==> src/rtl/multicycle_ctrl.sv <==
`default_nettype none
// ============================================================================
// Module   : multicycle_ctrl
// Purpose  : Multi-cycle control FSM for the single-ALU processor datapath.
//            Fetches one instruction, decodes its opcode class and sequences
//            the shared ALU, data memory and register-file write-back.
//            Memory waits are guarded by a watchdog that aborts with bus_err.
// Revision : 1.0  initial release
// ----------------------------------------------------------------------------
// Ports
//   clk          in   rising-edge clock
//   rst_n        in   synchronous active-low reset (also gates all outputs)
//   run          in   permits a new fetch; sampled only in FETCH
//   opcode[6:0]  in   IR[6:0], valid from DECODE onward
//   branch_taken in   ALU compare result, used in EXECUTE of a branch
//   imem_ready   in   instruction memory data valid
//   dmem_ready   in   data memory access complete
//   imem_req     out  instruction fetch request
//   ir_we        out  IR load strobe
//   pc_we        out  PC write enable
//   pc_sel       out  0 = PC+4, 1 = branch target
//   MUXsel1      out  ALU operand-B select, 0 = R2D2, 1 = imm
//   aluout_we    out  ALU result register load
//   dmem_req     out  data memory request
//   dmem_we      out  1 = store, 0 = load
//   reg_we       out  register file write enable
//   wb_sel       out  0 = ALU result, 1 = load data
//   illegal_op   out  one-cycle pulse on an unknown opcode
//   bus_err      out  one-cycle pulse on a memory wait timeout
//   busy         out  low only in FETCH with run = 0
// ============================================================================
module multicycle_ctrl #(
  parameter int unsigned MEM_TIMEOUT = 15
) (
  input  logic       clk,
  input  logic       rst_n,
  input  logic       run,
  input  logic [6:0] opcode,
  input  logic       branch_taken,
  input  logic       imem_ready,
  input  logic       dmem_ready,
  output logic       imem_req,
  output logic       ir_we,
  output logic       pc_we,
  output logic       pc_sel,
  output logic       MUXsel1,
  output logic       aluout_we,
  output logic       dmem_req,
  output logic       dmem_we,
  output logic       reg_we,
  output logic       wb_sel,
  output logic       illegal_op,
  output logic       bus_err,
  output logic       busy
);

  typedef enum logic [2:0] {
    S_FETCH   = 3'd0,
    S_DECODE  = 3'd1,
    S_EXECUTE = 3'd2,
    S_MEM     = 3'd3,
    S_WB      = 3'd4
  } state_t;

  // OP_NONE doubles as the reset value and the "illegal" class.
  typedef enum logic [2:0] {
    OP_NONE = 3'd0,
    OP_R    = 3'd1,
    OP_I    = 3'd2,
    OP_LD   = 3'd3,
    OP_ST   = 3'd4,
    OP_BR   = 3'd5
  } op_t;

  localparam logic [7:0] TIMEOUT_CNT = 8'(MEM_TIMEOUT);

  state_t     state_q, state_d;
  op_t        op_q, op_d;
  logic [7:0] cnt_q, cnt_d;
  op_t        op_class;

  function automatic op_t classify(input logic [6:0] opc);
    case (opc)
      7'b0110011: classify = OP_R;
      7'b0010011: classify = OP_I;
      7'b0000011: classify = OP_LD;
      7'b0100011: classify = OP_ST;
      7'b1100011: classify = OP_BR;
      default:    classify = OP_NONE;
    endcase
  endfunction

  always_comb begin
    state_d    = state_q;
    op_d       = op_q;
    cnt_d      = cnt_q;
    op_class   = classify(opcode);
    imem_req   = 1'b0;
    ir_we      = 1'b0;
    pc_we      = 1'b0;
    pc_sel     = 1'b0;
    MUXsel1    = 1'b0;
    aluout_we  = 1'b0;
    dmem_req   = 1'b0;
    dmem_we    = 1'b0;
    reg_we     = 1'b0;
    wb_sel     = 1'b0;
    illegal_op = 1'b0;
    bus_err    = 1'b0;
    busy       = 1'b1;

    case (state_q)
      S_FETCH: begin
        imem_req = run;
        busy     = run;
        if (run) begin
          // A ready arriving on the timeout cycle still completes the fetch.
          if (imem_ready) begin
            ir_we   = 1'b1;
            pc_we   = 1'b1;
            state_d = S_DECODE;
          end else if (cnt_q == TIMEOUT_CNT) begin
            bus_err = 1'b1;
            cnt_d   = 8'd0;  // re-entering FETCH restarts the watchdog
          end else begin
            cnt_d = cnt_q + 8'd1;
          end
        end
      end

      S_DECODE: begin
        op_d = op_class;
        // op_q is not yet updated here, so the pulse comes from the live opcode.
        if (op_class == OP_NONE) begin
          illegal_op = 1'b1;
          state_d    = S_FETCH;
          cnt_d      = 8'd0;
        end else begin
          state_d = S_EXECUTE;
        end
      end

      S_EXECUTE: begin
        case (op_q)
          OP_R: begin
            aluout_we = 1'b1;
            state_d   = S_WB;
          end
          OP_I: begin
            MUXsel1   = 1'b1;
            aluout_we = 1'b1;
            state_d   = S_WB;
          end
          OP_LD, OP_ST: begin
            MUXsel1   = 1'b1;
            aluout_we = 1'b1;
            state_d   = S_MEM;
            cnt_d     = 8'd0;
          end
          OP_BR: begin
            pc_sel  = 1'b1;
            pc_we   = branch_taken;
            state_d = S_FETCH;
            cnt_d   = 8'd0;
          end
          default: begin
            state_d = S_FETCH;
            cnt_d   = 8'd0;
          end
        endcase
      end

      S_MEM: begin
        dmem_req = 1'b1;
        dmem_we  = (op_q == OP_ST);
        if (dmem_ready) begin
          if (op_q == OP_LD) begin
            state_d = S_WB;
          end else begin
            state_d = S_FETCH;
            cnt_d   = 8'd0;
          end
        end else if (cnt_q == TIMEOUT_CNT) begin
          bus_err = 1'b1;
          state_d = S_FETCH;
          cnt_d   = 8'd0;
        end else begin
          cnt_d = cnt_q + 8'd1;
        end
      end

      S_WB: begin
        reg_we  = 1'b1;
        wb_sel  = (op_q == OP_LD);
        state_d = S_FETCH;
        cnt_d   = 8'd0;
      end

      default: begin
        state_d = S_FETCH;
        cnt_d   = 8'd0;
      end
    endcase

    // Outputs are squashed combinationally so nothing leaks during reset.
    if (!rst_n) begin
      imem_req   = 1'b0;
      ir_we      = 1'b0;
      pc_we      = 1'b0;
      pc_sel     = 1'b0;
      MUXsel1    = 1'b0;
      aluout_we  = 1'b0;
      dmem_req   = 1'b0;
      dmem_we    = 1'b0;
      reg_we     = 1'b0;
      wb_sel     = 1'b0;
      illegal_op = 1'b0;
      bus_err    = 1'b0;
      busy       = 1'b0;
    end
  end

  always_ff @(posedge clk) begin
    if (!rst_n) begin
      state_q <= S_FETCH;
      op_q    <= OP_NONE;
      cnt_q   <= 8'd0;
    end else begin
      state_q <= state_d;
      op_q    <= op_d;
      cnt_q   <= cnt_d;
    end
  end

endmodule
`default_nettype wire

==> config.mk <==
export PLATFORM = sky130hd
export DESIGN_NAME = multicycle_ctrl
export DESIGN_NICKNAME = d
export VERILOG_FILES = /design/src/rtl/multicycle_ctrl.sv
export SDC_FILE = /design/constraint.sdc
export NUM_CORES = 1
export LEC_CHECK = 0
export CAP_MARGIN = 20
export CORE_MARGIN = 3
export CORE_UTILIZATION = 48
export DETAILED_ROUTE_END_ITERATION = 6
export GPL_TIMING_DRIVEN = 0
export HOLD_SLACK_MARGIN = 0.03
export PLACE_DENSITY = 0.84
export RECOVER_POWER = 100
export SLEW_MARGIN = 15
export SYNTH_ARGS = -nofsm -noshare
export SYNTH_HDL_FRONTEND = slang
export SYNTH_SLANG_ARGS = --single-unit
==> constraint.sdc <==
create_clock -name clk -period 2.23 [get_ports clk]
set_input_delay 0.446 -clock clk [delete_from_list [all_inputs] [get_ports clk]]
set_output_delay 0.446 -clock clk [all_outputs]
set_load 0.005 [all_outputs]
==> flow_summary.toml, run 1 <==
[drt]
viasPerCell = 6.04
first_pass_iters = 4
vias = 1153
drcViolationCount = 0
wl_per_cell_um = 15.5
ant_nets = 0
drtIter0Drc = 37
routed_wl_um = 2950

[logic_synthesis]
synthSimpleGateAreaFrac_pct = 37.1
synth-seq-cells = 14
synth_seq_area_share_pct = 26.8
synth.most_common_cell = "nand2_1"
synth_adder_area_share_pct = 1.20
synth-async-reset-ratio_pct = 0
syn_inst = 133
yosysWarnings = 0
muxShareOfSynthArea_pct = 0
synth.area.top_cells = "dfxtp_1 27%, nand2_1 6.5%, a21oi_1 5.7%"
syn_nets = 147
synth_xor_area_share_pct = 2.51
synth_top_family_by_area = "simple AND/OR/NAND/NOR gates"
syn_area_per_cell_sq_um = 7.86
synth-edff-count = 0
synth_cell_types = 45
synthesis.area_sq_mm = 0.00104
synth_compound_gate_area_share_pct = 25.4
synthFlopType = "dfxtp_1"
synth_top_cell_by_area = "dfxtp_1"
synth_top_area_share_pct = 26.8
synthTopCellsByCount = "18 x nand2_1, 14 x dfxtp_1, 12 x a21oi_1"

[cts]
cts_buffers = 3
clk_pin_slew_ns = 0.09
htreeDepth = 1
cts_buffer_depth = 2
clock-sinks = 14
clockRootBuffer = "clkbuf_4"
cts_tree = "built"
clk_latency_ns = 0.28

[power]
p_per_area_mw_per_mm2 = 351
p_leak_nw = 0.590
ir_drop_mv = 0.307
clock_power_share_pct = 28.9
internal_power_mw = 0.368
pwr-share-seq_pct = 50.8
comb_power_share_pct = 20.2
netSwitchingFraction_pct = 27.3
total_power_mw = 0.507
p_sw_mw = 0.138

[setup_path]
worstSetupStartpoint = "cnt_q[1]"
worst_r2r_endpoint = "cnt_q[4]"
endpoint = "bus_err"
cp-start-kind = "flip-flop"
critical_path_class = "reg -> out"
crit_arrival_ns = 1.72
r2r_start = "state_q[1]"
worst_setup_path_end_kind = "primary output"
path_max_fanout = 3
ff2ff_setup_slack_ns = 0.35
crit_required_ns = 1.78
reg2reg_depth = 8

[job]
maxCapViolations = 0

[timing]
tightest_slew_ns = 0.486
finalSetupViolCount = 0
final.min_clock_period_ns = 2.17
slew_headroom_pct = 67.3
fmaxAchievable_mhz = 462
report.final.slew_viol_count = 0
finalCritPeriodShare_pct = 97.1
hold_violations = 0
clock_skew_ns = 0.00665
hold_slack_ns = 0.492

[global_routing]
grtUsageTotal_pct = 23.2
antenna_found_initial = 0
overflow = 0
grt_pass1_wl_um = 4770
first_global_vias = 1056
grt_max_degree = 11

[floorplanning]
rows = 16
core-area_sq_mm = 0.00200
start_util_pct = 52.2
io-pin-count = 26
die_h_um = 52.7
die_x_um = 52.7
die_area_sq_mm = 0.00277

[cells_and_area]
final.fill_count = 152
layout-drive-gt1-share_pct = 20.1
area_growth_pct = 38.1
diodes = 0
nets = 180

[placed_design]
hpwl_um = 2040
io_buffers = 25
gp_congestion = 0.881

[status]
status = "finished, final reports clean"

[hold_path]
hold_path.class = "reg -> reg"
placed cells by master, fill, tap and decap left out, types with 2 or more instances in the layout:
| master | netlist | final |
|---|---|---|
| nand2_1 | 18 | 18 |
| buf_6 | 4 | 5 |
| and3_1 | 4 | 4 |
| a211oi_1 | 2 | 2 |
| o221ai_2 | 2 | 2 |
| dfxtp_2 | 0 | 3 |
| dlymetal6s2s_1 | 0 | 3 |
| nand3_1 | 3 | 2 |
| dfxtp_1 | 14 | 11 |
| nor3b_1 | 2 | 2 |
| clkdlybuf4s50_1 | 0 | 11 |
| o22ai_1 | 2 | 2 |
| dlygate4sd3_1 | 0 | 2 |
| xnor2_1 | 2 | 2 |
| clkbuf_4 | 0 | 4 |
| or3b_1 | 2 | 2 |
| o21a_1 | 4 | 4 |
| o22ai_2 | 3 | 3 |
| nor2b_4 | 0 | 2 |
| buf_4 | 0 | 3 |
| a21oi_1 | 12 | 12 |
| dlygate4sd2_1 | 0 | 9 |
| nor3_1 | 8 | 7 |
| nor2_1 | 11 | 10 |
| o21ai_0 | 2 | 2 |
| inv_1 | 4 | 3 |
| or3_1 | 5 | 5 |
per-layer routing:
layer,GRT usage [%],vias to the layer above,part of all wire (%)
met5,0,-,0
met4,8.94,0,1.2
met2,39.9,65,48
met3,3.99,5,8.4
met1,28.3,533,43
li1,-,550,-
worst min path at each step:
stage	depth (start not counted)	slack, ns	end	start
floorplan	2	0.45	cnt_q[1]	cnt_q[1]
global placement	2	0.46	cnt_q[1]	cnt_q[1]
finish	2	0.49	cnt_q[1]	cnt_q[1]
global route	2	0.52	cnt_q[0]	cnt_q[0]
detailed placement	2	0.48	cnt_q[1]	cnt_q[1]
CTS	2	0.49	cnt_q[1]	cnt_q[1]
repair_timing:
item | in CTS | in global routing
buffers inserted | 2 | 1
hold buffers | 0 | 0
resized for setup | 24 | 9
endpoints found under the setup margin | 13 | 5
pin swaps | 3 | 3
final cells by class:
type	instances	area, sq um	area share (%)
Tap cell	27	33.8	2.34
Buffer	7	68.8	4.77
Timing Repair Buffer	28	269	18.6
Sequential cell	14	284	19.7
Clock buffer	3	22.5	1.56
Inverter	4	15.0	1.04
Multi-Input combinational cell	108	749	52.0
critical path, cell delays in order, from the launching register on:
cell and delay [ns]:
dfxtp_1 0.36, ha_2 0.22, nand3_2 0.12, nor3_2 0.22, o21ai_1 0.09, nor3_1 0.16
dlygate4sd2_1 0.26
logic make-up after synthesis:
kind of cell	count (synthesis)
flip-flops	14
AO/OA/AOI/OAI	34
adder cells (fa/ha/maj)	1
buffers and inverters	11
XOR/XNOR	3
AND/OR/NAND/NOR	70
sequential cells by signal, summed over array words and instances (netlist names):
| register | count |
|---|---|
| cnt_q | 8 |
| op_q | 3 |
| state_q | 3 |
stage by stage:
step / setup slack [ns] / instances / instance area (sq um) / TNS (ns) / util [%]
finish: 0.0640 / 191 / 1440 / 0 / 72.1
global route: -0.0167 / 191 / 1440 / -0.0167 / 72.1
CTS: 0.00132 / 190 / 1410 / 0 / 70.4
detailed placement: -0.414 / 185 / 1330 / -3.24 / 66.4
global placement: -0.375 / 185 / 1330 / -2.82 / 66.4
floorplan: 0.508 / 133 / 1040 / 0 / -
power groups by stage:
stage	registers, mW	logic, mW	clock network [mW]
after floorplan	0.262	0.0518	0
after global placement	0.262	0.0926	0
after detailed placement	0.263	0.0961	0
after CTS	0.257	0.100	0.145
after global routing	0.258	0.110	0.151
final	0.257	0.103	0.147
(Power assumes the default switching activity.)
==> run 2: changes to the inputs <==
--- a/config.mk
+++ b/config.mk
@@ -5,6 +5,7 @@
 export SDC_FILE = /design/constraint.sdc
 export NUM_CORES = 1
 export LEC_CHECK = 0
+export ABC_CLOCK_PERIOD_IN_PS = 2230
 export CAP_MARGIN = 20
 export CORE_MARGIN = 3
 export CORE_UTILIZATION = 48
==> results of run 2 <==
Final layout, timing and power as in run 1 (identical DEF).
